<file path="config.mk">
export PLATFORM = sky130hd
export DESIGN_NAME = mem_byte_master_flat
export DESIGN_NICKNAME = d
export VERILOG_FILES = /design/src/rtl/mem_byte_master_pkg.sv /design/src/rtl/mem_byte_master_if.sv /design/src/rtl/mem_byte_master_load_ext.sv /design/src/rtl/mem_byte_master.sv /design/src/flat_wrapper.sv
export SDC_FILE = /design/constraint.sdc
export NUM_CORES = 1
export LEC_CHECK = 0
export CORE_MARGIN = 10
export CORE_UTILIZATION = 47
export DETAILED_ROUTE_END_ITERATION = 8
export GPL_TIMING_DRIVEN = 0
export PLACE_DENSITY = 0.81
export SLEW_MARGIN = 10
export SYNTH_ARGS = -nofsm -noshare
export SYNTH_HDL_FRONTEND = slang
export SYNTH_SLANG_ARGS = --single-unit
</file>
<file path="constraint.sdc">
create_clock -name clk -period 3 [get_ports clk]
set_clock_uncertainty 0.2 [all_clocks]
set_input_delay 0.6 -clock clk [delete_from_list [all_inputs] [get_ports clk]]
set_output_delay 0.6 -clock clk [all_outputs]
set_load 0.05 [all_outputs]
</file>
<file path="src/rtl/mem_byte_master_pkg.sv">
// Shared load/store encodings and FSM state type for the byte-serial memory master.
// Shared with the memory model and the datapath decode logic.
package mem_pkg;

    localparam logic [1:0] SZ_B = 2'd0;
    localparam logic [1:0] SZ_H = 2'd1;
    localparam logic [1:0] SZ_W = 2'd2;

    typedef enum logic [1:0] {
        ST_IDLE,
        ST_XFER,
        ST_RESP
    } state_e;

    // Index of the final byte of an access: 0, 1 or 3 for byte, half or word.
    function automatic logic [1:0] size_last(input logic [1:0] size);
        case (size)
            SZ_B:    return 2'd0;
            SZ_H:    return 2'd1;
            default: return 2'd3;
        endcase
    endfunction

endpackage

</file>
<file path="src/rtl/mem_byte_master_if.sv">
// CPU request/response bundle and byte-wide memory port bundle.
// The master modport is the initiator side of each bundle.
interface mem_byte_master_if;
    logic        req_valid;
    logic        req_ready;
    logic        req_we;
    logic [1:0]  req_size;
    logic        req_signed;
    logic [31:0] req_addr;
    logic [31:0] req_wdata;
    logic        resp_valid;
    logic [31:0] resp_rdata;
    logic        resp_err;

    modport master (
        output req_valid, req_we, req_size, req_signed, req_addr, req_wdata,
        input  req_ready, resp_valid, resp_rdata, resp_err
    );

    modport slave (
        input  req_valid, req_we, req_size, req_signed, req_addr, req_wdata,
        output req_ready, resp_valid, resp_rdata, resp_err
    );
endinterface

interface mem_byte_bus_if #(
    parameter int unsigned MEM_AW = 12
);
    logic [MEM_AW-1:0] mem_addr;
    logic              mem_we;
    logic [7:0]        mem_wdata;
    logic [7:0]        mem_rdata;

    modport master (
        output mem_addr, mem_we, mem_wdata,
        input  mem_rdata
    );

    modport slave (
        input  mem_addr, mem_we, mem_wdata,
        output mem_rdata
    );
endinterface

</file>
<file path="src/rtl/mem_byte_master_load_ext.sv">
// Zero/sign extension of reassembled load data from bit 7, 15 or 31.
// Purely combinational; also used by the writeback mux.
module load_ext
    import mem_pkg::*;
(
    input  logic [31:0] i_buf,
    input  logic [1:0]  i_size,
    input  logic        i_signed,
    output logic [31:0] o_data
);

    logic w_sb;
    logic w_sh;

    assign w_sb = i_signed & i_buf[7];
    assign w_sh = i_signed & i_buf[15];

    always_comb begin
        o_data = i_buf;
        case (i_size)
            SZ_B:    o_data = {{24{w_sb}}, i_buf[7:0]};
            SZ_H:    o_data = {{16{w_sh}}, i_buf[15:0]};
            default: o_data = i_buf;
        endcase
    end

endmodule

</file>
<file path="src/rtl/mem_byte_master.sv">
// Load/store initiator: one CPU access per handshake, serialised into
// little-endian single-byte memory cycles, with alignment/range rejection.
module mem_byte_master
    import mem_pkg::*;
#(
    parameter int unsigned MEM_AW = 12
) (
    input  logic               clk,
    input  logic               reset,
    mem_byte_master_if.slave   cpu,
    mem_byte_bus_if.master     mem
);

    state_e            r_state;
    state_e            w_next;

    logic              r_we;
    logic              r_signed;
    logic              r_err;
    logic [1:0]        r_size;
    logic [1:0]        r_idx;
    logic [1:0]        r_last;
    logic [MEM_AW-1:0] r_addr;
    logic [31:0]       r_wdata;
    logic [31:0]       r_buf;

    logic              w_accept;
    logic              w_req_err;
    logic              w_last_byte;
    logic [31:0]       w_ext_data;

    assign w_accept    = (r_state == ST_IDLE) && cpu.req_valid;
    assign w_last_byte = (r_idx == r_last);

    always_comb begin
        w_req_err = 1'b0;
        if (cpu.req_size == 2'd3)
            w_req_err = 1'b1;
        if ((cpu.req_size == SZ_H) && cpu.req_addr[0])
            w_req_err = 1'b1;
        if ((cpu.req_size == SZ_W) && (cpu.req_addr[1:0] != 2'b00))
            w_req_err = 1'b1;
        if ((cpu.req_addr >> MEM_AW) != 32'd0)
            w_req_err = 1'b1;
    end

    always_ff @(posedge clk) begin
        if (reset)
            r_state <= ST_IDLE;
        else
            r_state <= w_next;
    end

    always_comb begin
        w_next = r_state;
        case (r_state)
            ST_IDLE: begin
                if (cpu.req_valid)
                    w_next = w_req_err ? ST_RESP : ST_XFER;
            end
            ST_XFER: begin
                if (w_last_byte)
                    w_next = ST_RESP;
            end
            ST_RESP: w_next = ST_IDLE;
            default: w_next = ST_IDLE;
        endcase
    end

    always_ff @(posedge clk) begin
        if (reset) begin
            r_we     <= 1'b0;
            r_signed <= 1'b0;
            r_err    <= 1'b0;
            r_size   <= SZ_B;
            r_idx    <= '0;
            r_last   <= '0;
            r_addr   <= '0;
            r_wdata  <= '0;
            r_buf    <= '0;
        end else if (w_accept) begin
            r_we     <= cpu.req_we;
            r_signed <= cpu.req_signed;
            r_err    <= w_req_err;
            r_size   <= cpu.req_size;
            r_idx    <= '0;
            r_last   <= size_last(cpu.req_size);
            r_addr   <= cpu.req_addr[MEM_AW-1:0];
            r_wdata  <= cpu.req_wdata;
            r_buf    <= '0;
        end else if (r_state == ST_XFER) begin
            if (!r_we)
                r_buf[{r_idx, 3'b000} +: 8] <= mem.mem_rdata;
            if (!w_last_byte)
                r_idx <= r_idx + 2'd1;
        end
    end

    load_ext u_load_ext (
        .i_buf    (r_buf),
        .i_size   (r_size),
        .i_signed (r_signed),
        .o_data   (w_ext_data)
    );

    always_comb begin
        cpu.req_ready  = (r_state == ST_IDLE);
        cpu.resp_valid = 1'b0;
        cpu.resp_err   = 1'b0;
        cpu.resp_rdata = '0;
        mem.mem_addr   = '0;
        mem.mem_we     = 1'b0;
        mem.mem_wdata  = '0;
        case (r_state)
            ST_XFER: begin
                mem.mem_addr = r_addr + MEM_AW'(r_idx);
                if (r_we) begin
                    // A reset cycle aborts the store before its byte reaches memory.
                    mem.mem_we    = !reset;
                    mem.mem_wdata = r_wdata[{r_idx, 3'b000} +: 8];
                end
            end
            ST_RESP: begin
                cpu.resp_valid = 1'b1;
                cpu.resp_err   = r_err;
                if (!r_we && !r_err)
                    cpu.resp_rdata = w_ext_data;
            end
            default: ;
        endcase
    end

endmodule

</file>
<file path="src/flat_wrapper.sv">
// flat-port wrapper written by rule: the top's interface ports become plain ports
module mem_byte_master_flat import mem_pkg::*;
#(
    parameter int unsigned MEM_AW = 12
)
  (clk, reset, cpu_req_valid, cpu_req_we, cpu_req_size, cpu_req_signed, cpu_req_addr, cpu_req_wdata, cpu_req_ready, cpu_resp_valid, cpu_resp_rdata, cpu_resp_err, mem_mem_addr, mem_mem_we, mem_mem_wdata, mem_mem_rdata);
  mem_byte_master_if cpu_i ();
  mem_byte_bus_if #(.MEM_AW(MEM_AW)) mem_i ();
  input  logic clk;
  input  logic reset;
  input wire logic [$bits(cpu_i.req_valid)-1:0] cpu_req_valid;
  input wire logic [$bits(cpu_i.req_we)-1:0] cpu_req_we;
  input wire logic [$bits(cpu_i.req_size)-1:0] cpu_req_size;
  input wire logic [$bits(cpu_i.req_signed)-1:0] cpu_req_signed;
  input wire logic [$bits(cpu_i.req_addr)-1:0] cpu_req_addr;
  input wire logic [$bits(cpu_i.req_wdata)-1:0] cpu_req_wdata;
  output wire logic [$bits(cpu_i.req_ready)-1:0] cpu_req_ready;
  output wire logic [$bits(cpu_i.resp_valid)-1:0] cpu_resp_valid;
  output wire logic [$bits(cpu_i.resp_rdata)-1:0] cpu_resp_rdata;
  output wire logic [$bits(cpu_i.resp_err)-1:0] cpu_resp_err;
  output wire logic [$bits(mem_i.mem_addr)-1:0] mem_mem_addr;
  output wire logic [$bits(mem_i.mem_we)-1:0] mem_mem_we;
  output wire logic [$bits(mem_i.mem_wdata)-1:0] mem_mem_wdata;
  input wire logic [$bits(mem_i.mem_rdata)-1:0] mem_mem_rdata;
  assign cpu_i.req_valid = cpu_req_valid;
  assign cpu_i.req_we = cpu_req_we;
  assign cpu_i.req_size = cpu_req_size;
  assign cpu_i.req_signed = cpu_req_signed;
  assign cpu_i.req_addr = cpu_req_addr;
  assign cpu_i.req_wdata = cpu_req_wdata;
  assign cpu_req_ready = cpu_i.req_ready;
  assign cpu_resp_valid = cpu_i.resp_valid;
  assign cpu_resp_rdata = cpu_i.resp_rdata;
  assign cpu_resp_err = cpu_i.resp_err;
  assign mem_mem_addr = mem_i.mem_addr;
  assign mem_mem_we = mem_i.mem_we;
  assign mem_mem_wdata = mem_i.mem_wdata;
  assign mem_i.mem_rdata = mem_mem_rdata;
  mem_byte_master #(.MEM_AW(MEM_AW)) u_core (.clk(clk), .reset(reset), .cpu(cpu_i), .mem(mem_i));
endmodule
</file>
Word-level counts from Yosys, hierarchy flattened
Cells that the tools add are included.

Add/subtract/negate cells: 3. Equality and inequality tests: 9. Shifts and indexed selects: 3. Mux-type cells: 20. Bitwise logic cells: 4. Reductions and logical operators: 16.

Operators with widths (count): 32-bit 2-to-1 mux (2); 32-bit case mux with 2 select lines (1); 32-bit bitwise mux (1); 32-bit nonzero test (1); 8-bit by 7-bit variable shift with 32-bit output, first input constant (1); 32-bit by 6-bit indexed part select with 8-bit output (1); 8-bit by 7-bit indexed part select with 32-bit output (1); 8-bit 2-to-1 mux (2); 12-bit by 2-bit adder with 12-bit output (1); 12-bit 2-to-1 mux (1); 1-bit 2-to-1 mux (8); 2-bit case mux with 2 select lines (2); 5-bit negator with 7-bit output (1); 2-bit by 1-bit equality test with 1-bit output, second input constant (3); 2-bit equality test, second input constant (3); 2-bit logical NOT (3); 2-bit 2-to-1 mux (3); 2-bit AND reduction (3); 1-bit logical AND (4); 1-bit logical NOT (3); 2-bit by 1-bit adder with 2-bit output, second input constant (1); 1-bit bitwise AND (2); 2-bit equality test (1); 2-bit by 1-bit != test with 1-bit output, second input constant (1); other kinds (4) (5).

Bits in registers: 87. Output and inout bits: 56. Word-level logic and storage cells: 65.

Longest topological paths before layout
Gate-level depths: netlist of the first run.

Depth in word-level cells: 8. Gate-level depth with buffers: 7. Mapped depth without buffers: 6.

Cells and area by module
From an unflattened synthesis of the first run, not the netlist that was laid out.

Cells, all modules: 578. Area, all modules: 4445.5 sq um.

Modules (own cells, without submodules): mem_byte_master (times used 1, cells each 512, area each 4060.1 sq um); load_ext (times used 1, cells each 66, area each 385.4 sq um).

Worst setup path after synthesis of the first run
OpenSTA, ideal clock, no wires.

Kind: register -> output. Start: reg u_core.r_idx[0]. End: out mem_mem_addr[8]. Data arrival time: 2001 ps. Required time: 2200 ps. Path slack: 199 ps. Cell stages (with the launch flop): 7. Buffers on the path: 0. Cells stage by stage: dfxtp_1 > ha_1 > fa_1 > and2_1 > nand4_1 > xor2_1 > nor2_1.

Cells in the longest elaborated chain, start to end: 2.

RTL lines: start, declared (RTL line mem_byte_master.sv:21) `logic [1:0] r_idx;`; start signal, assigned (RTL line mem_byte_master.sv:95) `r_idx <= r_idx + 2'd1;`; 12-bit by 2-bit adder with 12-bit output (RTL line mem_byte_master.sv:116) `mem.mem_addr = r_addr + MEM_AW'(r_idx);`; 12-bit 2-to-1 mux (RTL line mem_byte_master.sv:114) `case (r_state)`; end, declared (RTL line flat_wrapper.sv:21) `output wire logic [$bits(mem_i.mem_addr)-1:0] mem_mem_addr;`.

Every way passes these cells.

Worst setup path in the final report of the first run
Start: reg u_core.r_idx[0]. End: out mem_mem_addr[1].

The elaborated chain is that of the path after synthesis.

==> results of run 1 <==
==> timing repair <==
item / 4_1_cts / 5_1_grt
endpoints found under the setup margin: 53 / 40
pin swaps: 0 / 1
setup buffers: 0 / 1
gates resized for setup: 108 / 44
==> worst max path at each step <==
stage	from	endpoint	slack [ns]	cells past startpoint
floorplan	u_core.r_idx[0]	mem_mem_addr[8]	0.20	6
global placement	u_core.r_idx[0]	mem_mem_addr[10]	-0.29	7
detailed placement	u_core.r_idx[0]	mem_mem_addr[10]	-0.34	7
CTS	u_core.r_idx[0]	mem_mem_addr[5]	-0.0008	5
global route	u_core.r_idx[0]	mem_mem_addr[1]	0.005	4
finish	u_core.r_idx[0]	mem_mem_addr[1]	0.07	4
==> worst reg2reg max path, stage by stage (launching register included) <==
cell	delay [ns]
dfxtp_2	0.41
clkbuf_2	0.30
inv_1	0.13
ha_1	0.39
nor3b_2	0.49
nand3_1	0.17
a21oi_1	0.18
==> through the flow <==
| stage | power, W | instance area, sq um | utilization | setup WS, ns | TNS [ns] |
|---|---|---|---|---|---|
| 3_5_place_dp | 0.00156 | 5760 | 0.654 | -0.339 | -2.40 |
| 5_1_grt | 0.00238 | 5890 | 0.669 | 0.00528 | 0 |
| 3_3_place_gp | 0.00155 | 5760 | 0.654 | -0.288 | -1.79 |
| 6_report | 0.00230 | 5890 | 0.669 | 0.0717 | 0 |
| 2_1_floorplan | 0.00140 | 4300 | - | 0.199 | 0 |
| 4_1_cts | 0.00230 | 5940 | 0.674 | -0.000755 | -0.000755 |
==> final cells by class <==
cell class | count | area share
well taps | 108 | 0.0229
clock inverters | 5 | 0.00552
repair buffers | 134 | 0.211
clock buffers | 11 | 0.0257
plain buffers | 35 | 0.0327
flip-flops and latches | 87 | 0.297
multi-input cells | 401 | 0.391
inverters | 22 | 0.0140
==> power breakdown <==
group,internal (W),switching [W]
combinational,0.000157,0.000153
sequential,0.00120,0.0000349
clock,0.000343,0.000414
total,0.00169,0.000602
==> cells in the mapped netlist (all sizes together) (4+ instances only) <==
master | number | area (sq um)
a21oi | 110 | 592
and2 | 17 | 106
and3 | 10 | 62.6
buf | 21 | 138
clkbuf | 14 | 52.6
dfxtp | 87 | 1740
ha | 7 | 87.6
inv | 22 | 82.6
mux4 | 8 | 191
nand2 | 138 | 518
nand3 | 38 | 195
nor2 | 16 | 62.6
nor3 | 6 | 52.6
nor3b | 4 | 62.6
nor4 | 8 | 50.1
o21ai | 12 | 63.8
xnor2 | 9 | 78.8
==> cells by family (layout without fill, tap and decap cells) <==
family,Yosys count,count (layout)
compound gates,127,127
simple gates,245,245
buf+inv,57,207
xor+xnor,11,11
flops,87,87
mux,10,10
fa+ha+maj,8,8
==> routing by layer <==
layer	global-route usage	share of wire	vias up	wire length, um
met2	0.326	0.48	181	6450
met4	0.0751	0.020	0	263
met1	0.229	0.41	2001	5460
li1	-	-	2139	-
met3	0.0610	0.086	23	1150
met5	0	0	-	0
==> registers in the layout, summed over array words and instances, names as in the netlist <==
signal           cells
u_core.r_signed      1
u_core.r_addr       12
u_core.r_size        2
u_core.r_idx         2
u_core.r_we          1
u_core.r_wdata      32
u_core.r_err         1
u_core.r_buf        32
u_core.r_last        2
u_core.r_state       2
==> results.py, run 1 <==
metrics = {
    "floorplan": {
        "core_sq_um": 8810,
        "die_area_sq_um": 13400,
        "start_util": 0.488,
        "die_x_um": 116,
        "rows": 34,
        "die_y_um": 116,
        "io_pins": 135,
    },
    "clock_tree": {
        "clock-root-buffer": "clkbuf_8",
        "cts_max_level": 3,
        "cts_tree": "built",
        "clkTransAtPathRegs_ns": 0.08,
        "hold_buffers": 0,
        "clkLatencyLatePin_ns": 0.35,
        "cts_sinks": 87,
        "cts_buffers": 9,
        "clock_path_buffers": 2,
    },
    "final_layout": {
        "diodes": 0,
        "multi_input_area_sq_um": 2300,
        "final_common_cell": "nand2_1",
        "fin_cells": 803,
        "syn_to_final_growth_pct": 37.0,
        "fillers": 729,
        "drive_gt1_frac": 0.165,
        "seqCellArea_sq_um": 1750,
        "fin_nets": 777,
        "final_cell_mix": "138 x nand2_1, 98 x a21oi_1, 84 x dfxtp_1, 80 x clkdlybuf4s50_1, 37 x nand3_1",
    },
    "timing": {
        "whs_ns": 0.256,
        "fin_crit_ns": 2.93,
        "grt_setup_unrepaired": "no",
        "hold_violations": 0,
        "slew_violations": 0,
        "min_period_over_period": 0.976,
        "slew_headroom": 0.566,
        "setup_viol": 0,
        "max_freq_mhz": 341,
        "worst_pin_slew_ns": 0.650,
    },
    "critical_path": {
        "ff2ff_setup_slack_ns": 0.65,
        "crit_chain": "ha_2 -> fa_2 -> and2_1 -> dlygate4sd2_1",
        "r2r-end": "u_core.r_buf[6]",
        "cpLargestDelayFamily": "adder cells",
        "crit_path_end_kind": "output pin",
        "critical_path_buf_inv_count": 1,
        "cp_max_fo": 7,
        "worst_r2r_path_depth": 6,
        "cp.arrival_ns": 2.13,
        "r2r_start": "u_core.r_idx[1]",
        "slowest_stage": "dlygate4sd2_1",
        "start_kind": "register",
        "path_class": "register to output pin",
        "max_stage_delay_ns": 0.54,
        "cp_data_required_time_ns": 2.20,
    },
    "drt": {
        "drt_wl_total_mm": 13.3,
        "via_per_inst": 5.41,
        "wl_per_cell_um": 16.6,
        "drt_iter0_markers": 222,
        "num_vias": 4344,
        "dr.pass1.iters": 5,
        "antenna_left": 0,
        "drc": 0,
    },
    "synth": {
        "synth_cell_types": 41,
        "synthCells": 545,
        "synth_top_family_by_area": "simple AND/OR/NAND/NOR gates",
        "synth_edf_count": 0,
        "synthAdderAreaFrac": 0.0250,
        "ys.warnings.count": 0,
        "synth_compound_area_frac": 0.164,
        "synth_area_sq_um": 4300,
        "syn_nets": 632,
        "ys.flop_type": "dfxtp_1",
        "synth_xor_xnor_area_share": 0.0224,
        "synth.area.mux_share": 0.0492,
        "yosysSeqAreaShare": 0.405,
        "synth-async-reset-ratio": 0,
        "syn_avg_cell_area_sq_um": 7.88,
        "yosys.area_share.simple": 0.271,
        "synth_seq_cells": 87,
    },
    "global_routing": {
        "grt_max_degree": 15,
        "grt-ovfl-total": 0,
        "grt_pass1_vias": 4386,
        "grt_use_total": 0.195,
        "grt_first_pass_wirelength_mm": 21.1,
        "grt_antenna_before_repair": 0,
    },
    "status": {
        "status": "finished, final reports clean",
    },
    "pwr": {
        "peakVddDrop_mv": 0.228,
        "cellLeakagePower_nw": 2.16,
        "power_density_nw_per_um2": 390,
    },
    "job": {
        "max-cap-violations": 0,
    },
    "place": {
        "place_hpwl_mm": 10.5,
        "dp.cells": 786,
        "gp_congestion": 0.892,
        "io_buffer_count": 133,
    },
    "worst_hold_path": {
        "hold_class": "register to register",
        "holdCritStartpoint": "u_core.r_buf[5]",
        "hold_depth": 2,
        "hold_end": "u_core.r_buf[5]",
    },
}
No activity file was read; power rests on OpenSTA's default activity.
==> run 2: changes to the inputs <==
Settings changed: CORE_UTILIZATION 47 to 32, PLACE_DENSITY 0.81 to default.
==> results.py, run 2 (synthesis gave the netlist of run 1 again) <==
metrics = {
    "status": {
        "status": "finished, final reports clean",
    },
    "pwr": {
        "switching_power_w": 0.000649,
        "peakVddDrop_mv": 0.311,
        "cellLeakagePower_nw": 2.20,
        "combPwrFrac": 0.121,
        "p_clk_frac": 0.408,
        "power.share.sequential": 0.471,
        "p_sw_frac": 0.248,
        "power_density_nw_per_um2": 430,
        "p_int_w": 0.00196,
    },
    "global_routing": {
        "grt-ovfl-total": 0,
        "grt_max_degree": 15,
        "grt_pass1_vias": 4356,
        "grt_first_pass_wirelength_mm": 21.8,
        "grt_antenna_before_repair": 0,
        "grt_use_total": 0.146,
    },
    "job": {
        "max-cap-violations": 0,
    },
    "floorplan": {
        "die_x_um": 136,
        "die_area_sq_um": 18500,
        "rows": 42,
        "core_sq_um": 13200,
        "die_y_um": 136,
        "io_pins": 135,
        "start_util": 0.326,
    },
    "final_layout": {
        "multi_input_area_sq_um": 2290,
        "fin_nets": 777,
        "final_common_cell": "nand2_1",
        "drive_gt1_frac": 0.161,
        "fin_area_sq_um": 6080,
        "largestRegisters": "u_core.r_buf x32, u_core.r_wdata x32, u_core.r_addr x12",
        "fillers": 1318,
        "final_cell_mix": "138 x nand2_1, 98 x a21oi_1, 85 x dfxtp_1, 80 x clkdlybuf4s50_1, 37 x nand3_1",
        "syn_to_final_growth_pct": 41.5,
        "fin_cells": 871,
        "seqCellArea_sq_um": 1740,
        "diodes": 0,
        "utilization": 0.461,
    },
    "timing": {
        "min_period_over_period": 0.980,
        "worst_pin_slew_ns": 0.602,
        "fin_crit_ns": 2.94,
        "whs_ns": 0.253,
        "slew_headroom": 0.599,
        "max_freq_mhz": 340,
        "setup_viol": 0,
        "slew_violations": 0,
        "hold_violations": 0,
        "postLayoutSetupSlackWorst_ns": 0.0607,
    },
    "critical_path": {
        "cpLargestDelayFamily": "adder cells",
        "cp.arrival_ns": 2.14,
        "max_stage_delay_ns": 0.47,
        "path_class": "register to output pin",
        "crit_chain": "ha_1 -> fa_2 -> nand2_1 -> nor4_2 -> xnor2_1 -> nor2_1 -> buf_4",
        "start_kind": "register",
        "crit_path_end_kind": "output pin",
        "cp_max_fo": 7,
        "slowest_stage": "dfxtp_2",
        "cp_data_required_time_ns": 2.20,
        "critical_path_buf_inv_count": 1,
    },
    "drt": {
        "dr_wl_met3_mm": 1.09,
        "drt_wl_total_mm": 14.1,
        "drc": 0,
        "route.met2.wl_mm": 6.64,
        "wl_per_cell_um": 16.2,
        "dr.pass1.iters": 4,
        "num_vias": 4243,
        "via_per_inst": 4.87,
        "drt_iter0_markers": 258,
        "antenna_left": 0,
        "top_layer": "met4",
        "met1_length_mm": 6.23,
    },
    "clock_tree": {
        "cts_buffers": 9,
        "clock-root-buffer": "clkbuf_16",
        "cts_tree": "built",
        "clkTransAtPathRegs_ns": 0.06,
        "cts_sinks": 87,
        "clock_path_buffers": 2,
        "clkLatencyLatePin_ns": 0.33,
        "cts_max_level": 3,
    },
    "place": {
        "place_hpwl_mm": 10.9,
        "post_dp_cell_area_sq_um": 5850,
        "io_buffer_count": 133,
        "pre_cts_ws_ns": -0.346,
        "gp_congestion": 0.852,
        "dp.cells": 854,
    },
    "worst_hold_path": {
        "hold_class": "register to register",
    },
}
## run 2: cell count changes in the layout (fill, tap and decap cells not counted), sizes merged
cell | before | now
clkinvlp | 3 | 1
clkinv | 2 | 3
dlygate4sd2 | 14 | 10
clkdlybuf4s18 | 1 | 0
clkdlybuf4s15 | 17 | 23
## run 2: routing by layer
layer,GRT usage,up-vias
met1,0.181,1967
met2,0.240,130
met3,0.0417,10
met4,0.0432,0
li1,-,2136
met5,0,-
## run 2: path summary, 6_finish.rpt
check,to,startpoint,cells past startpoint,slack (ns)
max,mem_mem_addr[10],u_core.r_idx[0],7,0.06
max reg2reg,u_core.r_buf[18],u_core.r_idx[0],6,0.64
min,u_core.r_wdata[26],u_core.r_wdata[26],2,0.25
min reg2reg,u_core.r_wdata[26],u_core.r_wdata[26],2,0.25
## run 2: timing repair
| action | 4_1_cts | 5_1_grt |
|---|---|---|
| setup endpoints to repair | 53 | 40 |
| resized for setup | 113 | 42 |
| setup buffers | 0 | 1 |
| pin swaps | 0 | 1 |
| hold buffers | 0 | 0 |
## run 2: metrics by stage
| step | setup TNS, ns | power, W |
|---|---|---|
| final | 0 | 0.00261 |
| after global routing | -0.0751 | 0.00271 |
| after CTS | 0 | 0.00263 |
| after detailed placement | -3.33 | 0.00157 |
| after global placement | -1.98 | 0.00156 |
| after floorplan | 0 | 0.00140 |
## run 2: power by group through the flow
stage / combinational [W] / clock [W] / sequential [W]
CTS: 0.000316 / 0.00109 / 0.00123
finish: 0.000316 / 0.00107 / 0.00123
floorplan: 0.000152 / 0 / 0.00125
global placement: 0.000311 / 0 / 0.00125
global route: 0.000345 / 0.00113 / 0.00123
detailed placement: 0.000315 / 0 / 0.00126
## run 2: area by class of cell
| type | instances | share of cell area |
|---|---|---|
| buffer | 35 | 0.0321 |
| clock buffer | 12 | 0.0422 |
| clock inverter | 4 | 0.00494 |
| inverter | 22 | 0.0136 |
| multi-input combinational | 401 | 0.377 |
| sequential | 87 | 0.287 |
| tap | 176 | 0.0362 |
| timing repair buffer | 134 | 0.207 |
## run 2: worst min-delay path, delay by kind of cell, from the launching register on
kind            cells  cell delay, ns
simple gates        1            0.05
flops               1            0.31
compound gates      1            0.05
==> run 3: changes to the inputs <==
Settings changed: SLEW_MARGIN 10 to default.
==> results of run 3 <==
Final layout, timing and power as in run 2 (identical DEF).
